### src/rtl/feature_pad_gen_pkg.sv
// Shared definitions for the feature-map padding generator: map size table, widths and FSM states.
package feature_pkg;

    localparam int PIX_W     = 64;
    localparam int COL_SEL_W = 3;
    localparam int CNT_W     = 9;
    localparam int NUM_SIZES = 6;

    // Index 0 is the largest map; codes 6 and 7 fall back to index 0.
    localparam logic [NUM_SIZES-1:0][CNT_W-1:0] SIZE_TBL =
        {9'd13, 9'd26, 9'd52, 9'd104, 9'd208, 9'd416};

    typedef enum logic [1:0] {
        ST_IDLE  = 2'd0,
        ST_RUN   = 2'd1,
        ST_FLUSH = 2'd2
    } state_t;

    function automatic logic [CNT_W-1:0] map_width(input logic [COL_SEL_W-1:0] sel);
        logic [COL_SEL_W-1:0] idx;
        idx = (sel < COL_SEL_W'(NUM_SIZES)) ? sel : '0;
        return SIZE_TBL[idx];
    endfunction

endpackage

### src/rtl/feature_pad_gen_if.sv
// FIFO read side and padded pixel stream of the padding generator.
interface feature_pad_gen_if
    import feature_pkg::*;
#(
    parameter int DATA_W    = 64,
    parameter int ROW_CNT_W = 7
);
    logic [DATA_W-1:0]    in_data;
    logic                 in_empty;
    logic                 in_rd_en;
    logic [DATA_W-1:0]    data_out;
    logic                 data_out_vld;
    logic [ROW_CNT_W-1:0] padding_row_cnt;
    logic [COL_SEL_W-1:0] col_select_out;

    modport master (
        input  in_data, in_empty,
        output in_rd_en, data_out, data_out_vld, padding_row_cnt, col_select_out
    );

    modport slave (
        output in_data, in_empty,
        input  in_rd_en, data_out, data_out_vld, padding_row_cnt, col_select_out
    );
endinterface

### src/rtl/feature_pad_cnt.sv
// Row/column slot counters over a P x P padded map, with last-slot and pad-slot flags.
// Latency: flags are combinational from the registered counters.
// Backpressure: none; advances on every enabled cycle.
module feature_pad_cnt
    import feature_pkg::*;
(
    input  logic             sclk,
    input  logic             s_rst_n,
    input  logic             clr,
    input  logic             en,
    input  logic [CNT_W-1:0] pad_size,
    output logic [CNT_W-1:0] row,
    output logic             last_slot,
    output logic             pad_slot
);
    logic [CNT_W-1:0] col_q;
    logic [CNT_W-1:0] row_q;
    logic [CNT_W-1:0] last_idx;
    logic             col_last;
    logic             row_last;

    assign last_idx  = pad_size - CNT_W'(1);
    assign col_last  = (col_q == last_idx);
    assign row_last  = (row_q == last_idx);
    assign last_slot = col_last && row_last;
    assign pad_slot  = (row_q == '0) || row_last || (col_q == '0) || col_last;
    assign row       = row_q;

    always_ff @(posedge sclk or negedge s_rst_n) begin
        if (!s_rst_n) begin
            col_q <= '0;
            row_q <= '0;
        end else if (clr) begin
            col_q <= '0;
            row_q <= '0;
        end else if (en) begin
            if (col_last) begin
                col_q <= '0;
                row_q <= row_last ? '0 : row_q + CNT_W'(1);
            end else begin
                col_q <= col_q + CNT_W'(1);
            end
        end
    end
endmodule

### src/rtl/feature_pad_gen.sv
// Zero-padding generator: streams a W x W map from a FIFO as a gapless (W+2)^2 padded burst.
// Latency: start -> first valid word 3 cycles; slot -> data_out 2 cycles; done 1 cycle after last word.
// Backpressure: none; FEATURE_PAD_UFLOW_EN substitutes zeros for starved reads and flags uflow_err.
module feature_pad_gen
    import feature_pkg::*;
#(
    parameter int DATA_W    = PIX_W,
    parameter int ROW_CNT_W = 7
) (
    input  logic                 sclk,
    input  logic                 s_rst_n,
    input  logic                 start,
    input  logic [COL_SEL_W-1:0] feature_col_select,
    output logic                 busy,
    output logic                 done,
`ifdef FEATURE_PAD_UFLOW_EN
    output logic                 uflow_err,
`endif
    feature_pad_gen_if.master    bus
);
    localparam logic [CNT_W-1:0] ROW_SAT = CNT_W'((1 << ROW_CNT_W) - 1);

    state_t               state_q, state_d;
    logic                 flush_q;
    logic                 done_q;
    logic [CNT_W-1:0]     p_q;
    logic [COL_SEL_W-1:0] col_sel_q;

    logic                 accept, run, body, starved, rd_en;
    logic                 last_slot, pad_slot;
    logic [CNT_W-1:0]     row;

    logic                 s1_vld, s1_pad;
    logic [CNT_W-1:0]     s1_row;
    logic [DATA_W-1:0]    pix;
    logic [DATA_W-1:0]    dout_q;
    logic                 vld_q;
    logic [ROW_CNT_W-1:0] rcnt_q;

    assign run    = (state_q == ST_RUN);
    assign accept = start && (state_q == ST_IDLE);
    assign body   = run && !pad_slot;
    assign pix    = bus.in_data;

`ifdef FEATURE_PAD_UFLOW_EN
    // A starved body slot still advances so the burst keeps its shape.
    assign starved = body && bus.in_empty;
`else
    assign starved = 1'b0;
`endif
    assign rd_en = body && !starved;

    feature_pad_cnt u_cnt (
        .sclk      (sclk),
        .s_rst_n   (s_rst_n),
        .clr       (accept),
        .en        (run),
        .pad_size  (p_q),
        .row       (row),
        .last_slot (last_slot),
        .pad_slot  (pad_slot)
    );

    always_comb begin
        state_d = state_q;
        unique case (state_q)
            ST_IDLE:  if (start)     state_d = ST_RUN;
            ST_RUN:   if (last_slot) state_d = ST_FLUSH;
            ST_FLUSH: if (flush_q)   state_d = ST_IDLE;
            default:                 state_d = ST_IDLE;
        endcase
    end

    always_ff @(posedge sclk or negedge s_rst_n) begin
        if (!s_rst_n) begin
            state_q   <= ST_IDLE;
            flush_q   <= 1'b0;
            done_q    <= 1'b0;
            p_q       <= '0;
            col_sel_q <= '0;
        end else begin
            state_q <= state_d;
            flush_q <= (state_q == ST_FLUSH) && !flush_q;
            done_q  <= (state_q == ST_FLUSH) && flush_q;
            if (accept) begin
                p_q       <= map_width(feature_col_select) + CNT_W'(2);
                col_sel_q <= feature_col_select;
            end
        end
    end

    // Stage 1 tracks the read in flight; stage 2 muxes the FIFO word against zero.
    always_ff @(posedge sclk or negedge s_rst_n) begin
        if (!s_rst_n) begin
            s1_vld <= 1'b0;
            s1_pad <= 1'b0;
            s1_row <= '0;
            dout_q <= '0;
            vld_q  <= 1'b0;
            rcnt_q <= '0;
        end else begin
            s1_vld <= run;
            s1_pad <= pad_slot || starved;
            s1_row <= row;
            dout_q <= (s1_vld && !s1_pad) ? pix : '0;
            vld_q  <= s1_vld;
            if (!s1_vld)
                rcnt_q <= '0;
            else if (s1_row > ROW_SAT)
                rcnt_q <= '1;
            else
                rcnt_q <= s1_row[ROW_CNT_W-1:0];
        end
    end

`ifdef FEATURE_PAD_UFLOW_EN
    logic uflow_q;
    always_ff @(posedge sclk or negedge s_rst_n) begin
        if (!s_rst_n)
            uflow_q <= 1'b0;
        else if (accept)
            uflow_q <= 1'b0;
        else if (starved)
            uflow_q <= 1'b1;
    end
    assign uflow_err = uflow_q;
`endif

    assign bus.in_rd_en        = rd_en;
    assign bus.data_out        = dout_q;
    assign bus.data_out_vld    = vld_q;
    assign bus.padding_row_cnt = rcnt_q;
    assign bus.col_select_out  = col_sel_q;
    assign busy                = (state_q != ST_IDLE);
    assign done                = done_q;
endmodule

### src/flat_wrapper.sv
// flat-port wrapper written by rule: the top's interface ports become plain ports
module feature_pad_gen_flat import feature_pkg::*;
#(
    parameter int DATA_W    = PIX_W,
    parameter int ROW_CNT_W = 7
)
  (sclk, s_rst_n, start, feature_col_select, busy, done, bus_in_data, bus_in_empty, bus_in_rd_en, bus_data_out, bus_data_out_vld, bus_padding_row_cnt, bus_col_select_out);
  feature_pad_gen_if #(.DATA_W(DATA_W), .ROW_CNT_W(ROW_CNT_W)) bus_i ();
  input  logic sclk;
  input  logic s_rst_n;
  input  logic start;
  input  logic [COL_SEL_W-1:0] feature_col_select;
  output logic busy;
  output logic done;
  input wire logic [$bits(bus_i.in_data)-1:0] bus_in_data;
  input wire logic [$bits(bus_i.in_empty)-1:0] bus_in_empty;
  output wire logic [$bits(bus_i.in_rd_en)-1:0] bus_in_rd_en;
  output wire logic [$bits(bus_i.data_out)-1:0] bus_data_out;
  output wire logic [$bits(bus_i.data_out_vld)-1:0] bus_data_out_vld;
  output wire logic [$bits(bus_i.padding_row_cnt)-1:0] bus_padding_row_cnt;
  output wire logic [$bits(bus_i.col_select_out)-1:0] bus_col_select_out;
  assign bus_i.in_data = bus_in_data;
  assign bus_i.in_empty = bus_in_empty;
  assign bus_in_rd_en = bus_i.in_rd_en;
  assign bus_data_out = bus_i.data_out;
  assign bus_data_out_vld = bus_i.data_out_vld;
  assign bus_padding_row_cnt = bus_i.padding_row_cnt;
  assign bus_col_select_out = bus_i.col_select_out;
  feature_pad_gen #(.DATA_W(DATA_W), .ROW_CNT_W(ROW_CNT_W)) u_core (.sclk(sclk), .s_rst_n(s_rst_n), .start(start), .feature_col_select(feature_col_select), .busy(busy), .done(done), .bus(bus_i));
endmodule
### config.mk
export PLATFORM = sky130hd
export DESIGN_NAME = feature_pad_gen_flat
export DESIGN_NICKNAME = d
export VERILOG_FILES = /design/src/rtl/feature_pad_gen_pkg.sv /design/src/rtl/feature_pad_gen_if.sv /design/src/rtl/feature_pad_cnt.sv /design/src/rtl/feature_pad_gen.sv /design/src/flat_wrapper.sv
export SDC_FILE = /design/constraint.sdc
export NUM_CORES = 1
export LEC_CHECK = 0
export CAP_MARGIN = 10
export CORE_MARGIN = 5
export CORE_UTILIZATION = 40
export DETAILED_ROUTE_END_ITERATION = 8
export PLACE_DENSITY = 0.76
export SKIP_LAST_GASP = 1
export SYNTH_ARGS = -nofsm -noshare
export SYNTH_HDL_FRONTEND = slang
export SYNTH_SLANG_ARGS = --single-unit
### constraint.sdc
create_clock -name sclk -period 2.3 [get_ports sclk]
set_input_delay 0.46 -clock sclk [delete_from_list [all_inputs] [get_ports sclk]]
set_output_delay 0.46 -clock sclk [all_outputs]
set_load 0.01 [all_outputs]
==> results of run 1 <==
## metrics by stage
step | hold slack [ns] | power, W | TNS [ns] | instances
2_1_floorplan | 0.1644 | 0.003901 | -0.3409 | 435
3_3_place_gp | 0.4189 | 0.005033 | -1.568 | 787
3_5_place_dp | 0.4204 | 0.005116 | -2.757 | 787
4_1_cts | 0.4489 | 0.007741 | -1.388 | 826
5_1_grt | 0.4727 | 0.008096 | -3.641 | 826
6_report | 0.4446 | 0.007652 | -1.609 | 826
## state kept, by name, summed over array words and instances (netlist names)
| register | flops |
|---|---|
| u_core.s1_vld | 1 |
| u_core.s1_row | 9 |
| u_core.bus.data_out_vld | 1 |
| u_core.s1_pad | 1 |
| u_core.u_cnt.row | 9 |
| u_core.done | 1 |
| u_core.bus.data_out | 64 |
| u_core.bus.padding_row_cnt | 7 |
| u_core.bus.col_select_out | 3 |
| u_core.u_cnt.col_q | 9 |
| u_core.p_q | 9 |
| u_core.state_q | 2 |
| u_core.flush_q | 1 |
## logic make-up after synthesis
group / synth area share, %
mux: 0.4554
simple gates: 19.81
flops: 59.21
fa+ha+maj: 4.049
buf+inv: 3.441
xor+xnor: 5.769
compound gates: 7.262
## synth_stat cells, types with 4 or more instances
master    number
nand4_1        6
dfrtp_1      117
clkbuf_1      18
o21a_1         7
ha_1          16
nand2_1       35
or4_1          4
inv_1         22
o31ai_1        6
a21oi_1        8
nand3_1       13
and2_1        66
or2_2          6
xnor2_1       18
xor2_1        12
nor2_1        11
nand2b_1       4
o21ai_0       16
## what timing repair did
| action | 4_1_cts | 5_1_grt |
|---|---|---|
| cloned | 1 | 0 |
| hold buffers | 1 | 0 |
| resized for setup | 21 | 5 |
| setup endpoints to repair | 13 | 19 |
| buffers inserted | 5 | 0 |
| hold endpoints to repair | 26 | 0 |
| pin swaps | 14 | 2 |
## power groups by stage
stage	logic, W	registers [W]	clock network (W)
global route	0.00254	0.00283	0.00272
CTS	0.00235	0.00278	0.00261
detailed placement	0.00230	0.00281	0
global placement	0.00224	0.00279	0
finish	0.00233	0.00278	0.00254
floorplan	0.000976	0.00293	0
## worst min-delay path by stage
stage                             start                                        to  slack (ns)  cells after the start
6_report       u_core.flush_q$_DFF_PN0_                  u_core.flush_q$_DFF_PN0_        0.44                      1
5_1_grt        u_core.flush_q$_DFF_PN0_                  u_core.flush_q$_DFF_PN0_        0.47                      1
4_1_cts        u_core.flush_q$_DFF_PN0_                  u_core.flush_q$_DFF_PN0_        0.45                      1
3_5_place_dp                    s_rst_n         u_core.u_cnt.col_q[1]$_DFFE_PN0P_        0.42                      1
3_3_place_gp                    s_rst_n         u_core.u_cnt.col_q[1]$_DFFE_PN0P_        0.42                      1
2_1_floorplan                   s_rst_n  u_core.bus.col_select_out[0]$_DFFE_PN0P_        0.16                      0
## cell type report
cell class | count | share of cell area [%]
tap | 168 | 2.711
sequential | 117 | 37.76
clock buffer | 17 | 5.487
timing repair buffer | 212 | 26.00
inverter | 22 | 1.065
clock inverter | 15 | 2.017
multi-input combinational | 275 | 24.96
## routing by layer
layer / up-vias / share of wire [%] / wire length [um] / global-route usage, %
met5: - / 0 / 0 / 0
met4: 0 / 2.1 / 271 / 7.773
met3: 21 / 7.9 / 1025 / 6.154
met2: 144 / 51 / 6553 / 32.34
met1: 1910 / 39 / 5077 / 20.85
li1: 1876 / - / - / -
## critical path: stages, from the launching register on
cell	delay (ns)
dfrtp_1	0.39
or3_4	0.39
or3_1	0.36
a211oi_2	0.25
nand4_1	0.19
nand2_2	0.12
nor2_2	0.05
buf_2	0.13
==> run_results.csv, run 1 <==
group,metric,value,unit
sta,setup_ws,-0.4422,ns
sta,finalCriticalPeriod,2.742,ns
synth,ys_types,50,
pwr,peakVddDrop,0.5889,mV
sta,fin_crit_sh,119.2,%
synth,netlist_area,4945,um^2
status,failed_checks,"setup timing",
synth,netlist_instances,435,
synth,yosysWarnings,0,
finish,final_common_cell,"clkdlybuf4s50_1",
worst_setup_path,r2r-end,"u_core.u_cnt.row[6]$_DFFE_PN0P_",
synth,synth_top_area_share,59.21,%
die,die_area,14690,um^2
finish,multi_input_area,1936,um^2
sta,rsz0062_at_grt,"true",
drt,antenna_left,0,
pwr,p_clk_share,33.3,%
global_routing,grt_pass1_vias,4088,
cts,clk_path_buf_depth,2,
finish,nNetsFinal,732,
sta,slew-limit-headroom,68.99,%
die,die_y,121.2,um
drt,drt_iter0_drc,199,
drt,wl_per_cell,15.65,um
die,initial_utilization,41.00,%
die,io_pins,149,
finish,final_util,64.28,%
drt,wl,12930,um
placed_design,place_ws,-0.4321,ns
flow_run,drv_cap,0,
global_routing,antenna_found_initial,0,
placed_design,dp_hpwl,9550,um
die,dieWidth,121.2,um
global_routing,grt_max_degree,65,
worst_setup_path,r2r_cells,8,
worst_setup_path,r2r_start,"u_core.p_q[4]$_DFFE_PN0P_",
drt,drcViolationCount,0,
pwr,switching_share,29.02,%
placed_design,postPlaceCellArea,7007,um^2
synth,ys_seq_area_share,59.21,%
worst_setup_path,timing.critical_path.arrival,2.28,ns
sta,worst_pin_slew,0.4651,ns
synth,synthTopCellsByArea,"dfrtp_1 59%, and2_1 8.4%, ha_1 4.0%, xnor2_1 3.2%, nand2_1 2.7%",
worst_setup_path,critPathCapture,"bus_in_rd_en",
synth,synth_top_area_cell,"dfrtp_1",
finish,seq_area,2928,um^2
finish,final_area,7754,um^2
synth,synth-async-reset-ratio,100.0,%
drt,first_pass_iters,4,
cts,cts_buffers,17,
synth,synth-edff-count,0,
sta,slew_violations,0,
sta,setup_viol,11,
cts,cts_sinks,117,
hold_path,hold_path_class,"reg2reg",
worst_setup_path,crit_fanout,3,
cts,clock_latency,0.41,ns
cts,cts_root_buffer,"clkbuf_16",
sta,fmax,364.7,MHz
pwr,power_switching,0.002221,W
synth,synth_ff_type,"dfrtp_1",
pwr,power.internal,0.005432,W
synth,syn-num-nets,522,
status,status,"finished with violations",
synth,syn_avg_cell_area,11.37,um^2
worst_setup_path,crit_path_end_kind,"output pin",
global_routing,grt_util_all_layers,18.58,%
worst_setup_path,worstPathRequired,1.84,ns
die,rows,40,
worst_setup_path,reg2reg_setup_slack,-0.31,ns
sta,skew,0.004510,ns
global_routing,grt_pass1_wl,20930,um
cts,clkSlewWorstSetupHoldPaths,0.05,ns
worst_setup_path,critPathKind,"reg2out",
finish,n_fill_cell,904,
pwr,seqPwrFrac,36.3,%
finish,synthToLayoutAreaGrowth,56.81,%
worst_setup_path,crit_path_start_kind,"flip-flop",
finish,final_cell_mix,"145 x clkdlybuf4s50_1, 117 x dfrtp_1, 66 x and2_1",
global_routing,gr-total-overflow,0,
worst_setup_path,startpoint,"u_core.p_q[4]$_DFFE_PN0P_",
pwr,power.density,986.9,nW/um^2
finish,drive_gt1_share,19.45,%
cts,ctsHtreeMaxLevel,4,
die,core-area,12060,um^2
placed_design,portBuffers,147,
cts,cts_tree,"built",
pwr,leakage,3.423,nW
placed_design,gp_congestion,0.8986,
drt,avgViaCountPerCell,4.783,
finish,diodes,0,
synth,ys_ff_latch,117,
drt,vias,3951,
sta,finalHoldViolations,0,
pwr,pwr-share-comb,30.5,%
Power figures use the tool's default switching activity.
==> run 2: changes to the inputs <==
CORE_MARGIN = 4   (was 5)
==> run 2 against run 1 <==
Compared with the run above:
- the flow still finishes with violations (setup timing)
- non-clock buffer count grew 5
- sequential share of layout area down 0.21 points
- critical path depth unchanged
==> run_results.csv, run 2 (synthesis results as in run 1) <==
group,metric,value,unit
flow_run,drv_cap,0,
pwr,power.density,1019,nW/um^2
finish,multi_input_area,1956,um^2
cts,cts_root_buffer,"clkbuf_16",
finish,largest_register_ffs,64,
drt,avgViaCountPerCell,4.774,
worst_setup_path,r2r-end,"u_core.s1_pad$_DFF_PN0_",
finish,diodes,0,
status,status,"finished with violations",
finish,drive_gt1_share,20.27,%
worst_setup_path,timing.critical_path.arrival,2.29,ns
cts,ctsHtreeMaxLevel,4,
drt,first_pass_iters,4,
global_routing,grt_max_degree,65,
cts,cts_tree,"built",
worst_setup_path,r2r_start,"u_core.p_q[4]$_DFFE_PN0P_",
cts,clkSlewWorstSetupHoldPaths,0.05,ns
sta,slew_violations,0,
sta,setup_ws,-0.4503,ns
cts,cts_hold_buf,0,
finish,synthToLayoutAreaGrowth,57.69,%
global_routing,antenna_found_initial,0,
finish,final_cell_mix,"145 x clkdlybuf4s50_1, 117 x dfrtp_1, 68 x buf_4",
placed_design,dp_hpwl,9589,um
finish,final_common_cell,"clkdlybuf4s50_1",
pwr,seqPwrFrac,35.2,%
worst_setup_path,crit_path_end_kind,"output pin",
pwr,power.internal,0.005754,W
finish,n_fill_cell,924,
cts,cts_sinks,117,
finish,seq_area,2928,um^2
die,dieWidth,119.2,um
sta,finalHoldViolations,0,
worst_setup_path,crit_path_start_kind,"flip-flop",
pwr,switching_share,27.55,%
drt,wl,13000,um
global_routing,grt_util_all_layers,18.73,%
drt,drcViolationCount,0,
global_routing,grt_pass1_wl,20830,um
worst_setup_path,worstPathRequired,1.84,ns
pwr,peakVddDrop,0.6047,mV
worst_setup_path,r2r_cells,17,
die,die_area,14210,um^2
status,failed_checks,"setup timing",
die,initial_utilization,41.00,%
drt,drt_iter0_drc,207,
pwr,pwr-share-comb,30.7,%
sta,finalCriticalPeriod,2.750,ns
pwr,power_switching,0.002188,W
cts,cts_buffers,17,
die,core-area,12060,um^2
worst_setup_path,crit_fanout,3,
sta,rsz0062_at_grt,"true",
placed_design,gp_congestion,0.8285,
placed_design,place_ws,-0.3697,ns
die,rows,40,
sta,fmax,363.6,MHz
global_routing,gr-total-overflow,0,
drt,wl_per_cell,15.68,um
placed_design,portBuffers,147,
sta,fin_crit_sh,119.6,%
worst_setup_path,critPathKind,"reg2out",
die,die_y,119.2,um
global_routing,grt_pass1_vias,4051,
sta,skew,0.007087,ns
sta,slew-limit-headroom,65.91,%
pwr,p_clk_share,34.1,%
finish,final_util,64.65,%
sta,setup_viol,6,
hold_path,hold_path_class,"in2async",
cts,clock_latency,0.41,ns
worst_setup_path,reg2reg_setup_slack,-0.42,ns
pwr,leakage,3.473,nW
cts,clk_path_buf_depth,2,
sta,worst_pin_slew,0.5114,ns
drt,antenna_left,0,
die,io_pins,149,
drt,vias,3958,
finish,nNetsFinal,737,
## run 2: layout make-up
cell class                      count  area share, %
Inverter                           22          1.059
Clock buffer                       20          5.857
Sequential cell                   117          37.55
Timing Repair Buffer              217          25.77
Clock inverter                     10          1.990
Multi-Input combinational cell    275          25.08
Tap cell                          168          2.696
## run 2: stage by stage
step                hold WS (ns)  TNS (ns)  cell area, um^2  instances  power, W
floorplan                 0.1644   -0.3409             4954        435  0.003901
global placement          0.4242    -1.682             6987        786  0.005079
detailed placement        0.4300    -2.075             6987        786  0.005139
CTS                      0.04061    -1.718             7746        829  0.007977
global route             0.06446    -2.446             7797        829  0.008372
finish                   0.03428    -1.752             7797        829  0.007942
## run 2: worst max-delay path, stage by stage (launching register included)
cell	delay, ns
dfrtp_1	0.40
or3_4	0.39
or3_4	0.38
a211oi_2	0.23
nand4_1	0.17
nand3_2	0.13
nor2_2	0.06
buf_2	0.13
## run 2: how the worst max path moves through the flow
stage,startpoint,to,slack [ns],cells after the start
2_1_floorplan,u_core.p_q[2]$_DFFE_PN0P_,u_core.u_cnt.row[2]$_DFFE_PN0P_,-0.08,7
3_3_place_gp,u_core.p_q[0]$_DFFE_PN0P_,bus_in_rd_en,-0.34,7
3_5_place_dp,u_core.p_q[0]$_DFFE_PN0P_,bus_in_rd_en,-0.37,7
4_1_cts,u_core.p_q[5]$_DFFE_PN0P_,bus_in_rd_en,-0.45,7
5_1_grt,u_core.p_q[4]$_DFFE_PN0P_,bus_in_rd_en,-0.53,11
6_report,u_core.p_q[1]$_DFFE_PN0P_,bus_in_rd_en,-0.45,7
## run 2: power groups by stage
stage | Clock, W | Sequential [W] | Combinational [W]
finish | 0.00271 | 0.00280 | 0.00244
global route | 0.00286 | 0.00285 | 0.00266
CTS | 0.00277 | 0.00280 | 0.00241
detailed placement | 0 | 0.00283 | 0.00231
global placement | 0 | 0.00281 | 0.00227
floorplan | 0 | 0.00293 | 0.000976
## run 2: per-layer routing
| metal | global-route usage (%) | vias up | share of wire (%) |
|---|---|---|---|
| met5 | 0 | - | 0 |
| met4 | 6.734 | 0 | 1.7 |
| met3 | 5.603 | 20 | 7.1 |
| met2 | 32.43 | 134 | 52 |
| met1 | 22.01 | 1929 | 39 |
| li1 | - | 1875 | - |
## run 2: repair_timing
| item | CTS | global route |
|---|---|---|
| setup endpoints to repair | 7 | 20 |
| resized for setup | 17 | 15 |
| pin swaps | 8 | 9 |
| setup buffers | 14 | 0 |
==> run 3: changes to the inputs <==
SKIP_CTS_REPAIR_TIMING = 1   (was not set)
==> run 3 against run 2 <==
Compared with the run above:
- the run still ends with setup timing left
- global-route usage is 0.38 points lower
- flip-flop and latch count is the same
- highest routed layer unchanged
- wire length fell by 2.3%
- count of clock-buffer cells in the layout did not move
- cell count decreased by 1.6%
- sequential share of layout area up 0.73 points
- power is 1.4% lower
- register-to-register slack improved by 0.15 ns
- clock skew hardly changed
- worst hold slack is essentially flat
- combinational power shrank 5%
- largest power group unchanged
==> run_results.csv, run 3 (synthesis results as in run 1) <==
group,metric,value,unit
cts,cts_sinks,117,
worst_setup_path,r2r_cells,7,
worst_setup_path,critPathKind,"reg2out",
sta,worst_pin_slew,0.5135,ns
worst_setup_path,critPathMostFrequentCell,"or3_4",
sta,finalCriticalPeriod,2.731,ns
die,dieWidth,119.2,um
finish,final_util,63.41,%
sta,setup_viol,5,
finish,nNetsFinal,724,
cts,clkSlewWorstSetupHoldPaths,0.05,ns
worst_setup_path,r2r-end,"u_core.u_cnt.row[6]$_DFFE_PN0P_",
worst_setup_path,crit_fanout,2,
finish,diodes,0,
cts,clock_latency,0.41,ns
die,core-area,12060,um^2
worst_setup_path,crit_chain,"or3_4, or3_4, a211oi_2, nand4_1, nand2_2, nor2_1, clkbuf_2",
sta,fmax,366.1,MHz
worst_setup_path,reg2reg_setup_slack,-0.27,ns
cts,cts_buffers,17,
die,io_pins,149,
pwr,power.density,1024,nW/um^2
sta,slew_violations,0,
pwr,switching_share,27.48,%
pwr,totalPowerFinal,0.007830,W
sta,finalHoldViolations,0,
drt,first_pass_iters,4,
cts,cts_tree,"built",
worst_setup_path,crit_path_end_kind,"output pin",
global_routing,grt_pass1_vias,3968,
die,rows,40,
sta,fin_crit_sh,118.8,%
cts,clk_path_buf_depth,2,
drt,avgViaCountPerCell,4.766,
die,initial_utilization,41.00,%
finish,largest_register_ffs,64,
die,die_y,119.2,um
sta,slew-limit-headroom,65.76,%
drt,vias,3889,
drt,antenna_left,0,
status,status,"finished with violations",
sta,rsz0062_at_grt,"true",
worst_setup_path,path_delay_family,"simple AND/OR/NAND/NOR gates",
global_routing,grt_pass1_wl,20400,um
drt,drt_iter0_drc,182,
drt,wl,12690,um
worst_setup_path,crit_path_start_kind,"flip-flop",
finish,final_area,7649,um^2
pwr,pwr-share-comb,29.7,%
cts,cts_root_buffer,"clkbuf_16",
pwr,peakVddDrop,0.5975,mV
placed_design,portBuffers,147,
pwr,power.internal,0.005678,W
worst_setup_path,r2r_start,"u_core.p_q[5]$_DFFE_PN0P_",
sta,setup_ws,-0.4314,ns
placed_design,dp_hpwl,9589,um
pwr,leakage,3.386,nW
pwr,seqPwrFrac,35.6,%
finish,final_cell_mix,"145 x clkdlybuf4s50_1, 117 x dfrtp_1, 66 x and2_1",
global_routing,grt_util_all_layers,18.35,%
cts,ctsHtreeMaxLevel,4,
worst_setup_path,path_buf_inv,1,
die,die_area,14210,um^2
hold_path,hold_path_class,"in2async",
finish,final_common_cell,"clkdlybuf4s50_1",
status,failed_checks,"setup timing",
global_routing,gr-total-overflow,0,
finish,drive_gt1_share,17.44,%
worst_setup_path,worstPathRequired,1.84,ns
sta,skew,0.007460,ns
flow_run,drv_cap,0,
pwr,p_clk_share,34.6,%
worst_setup_path,slowest_stage,"or3_4",
worst_setup_path,max_stage_delay,0.39,ns
global_routing,antenna_found_initial,0,
placed_design,gp_congestion,0.8285,
placed_design,postPlaceCellArea,6987,um^2
global_routing,grt_max_degree,65,
pwr,power_switching,0.002152,W
finish,synthToLayoutAreaGrowth,54.68,%
worst_setup_path,timing.critical_path.arrival,2.27,ns
drt,wl_per_cell,15.56,um
drt,drcViolationCount,0,
-- run 3: routing by layer --
metal  wire length, um  track usage [%]
met2              6494            31.05
met4               263            7.241
met5                 0                0
met1              5044            21.72
met3               891            5.793
-- run 3: per-stage QoR --
step | hold slack, ns | std cells | setup slack [ns] | setup TNS (ns)
after floorplan | 0.1644 | 435 | -0.07759 | -0.3409
after global placement | 0.4242 | 786 | -0.3428 | -1.682
after detailed placement | 0.4300 | 786 | -0.3697 | -2.075
after CTS | 0.04061 | 816 | -0.8225 | -1.704
after global routing | 0.06661 | 816 | -0.5222 | -2.151
final | 0.03449 | 816 | -0.4314 | -1.353
-- run 3: worst register-to-register path: cells and delay by family, from the launching register on --
| kind | cells | cell delay [ns] |
|---|---|---|
| compound gates | 2 | 0.43 |
| buf+inv | 1 | 0.24 |
| flops | 1 | 0.37 |
| simple gates | 4 | 1.45 |
-- run 3: how the worst max path moves through the flow --
stage	from	end	cells after the start
6_report	u_core.p_q[5]$_DFFE_PN0P_	bus_in_rd_en	7
5_1_grt	u_core.p_q[4]$_DFFE_PN0P_	bus_in_rd_en	7
4_1_cts	u_core.p_q[0]$_DFFE_PN0P_	bus_in_rd_en	7
3_5_place_dp	u_core.p_q[0]$_DFFE_PN0P_	bus_in_rd_en	7
3_3_place_gp	u_core.p_q[0]$_DFFE_PN0P_	bus_in_rd_en	7
2_1_floorplan	u_core.p_q[2]$_DFFE_PN0P_	u_core.u_cnt.row[2]$_DFFE_PN0P_	7
-- run 3: area by class of cell --
type                       count  area (um^2)
fill                         937         4413
sequential                   117         2928
multi-input combinational    275         1908
timing repair buffer         204         1908
clock buffer                  20        456.7
tap                          168        210.2
clock inverter                10        155.1
inverter                      22        82.58
-- run 3: power by group through the flow --
stage / Combinational (W) / Sequential, W / Clock [W]
3_5_place_dp: 0.00231 / 0.00283 / 0
4_1_cts: 0.00233 / 0.00280 / 0.00277
3_3_place_gp: 0.00227 / 0.00281 / 0
6_report: 0.00233 / 0.00279 / 0.00271
5_1_grt: 0.00254 / 0.00284 / 0.00287
2_1_floorplan: 0.000976 / 0.00293 / 0
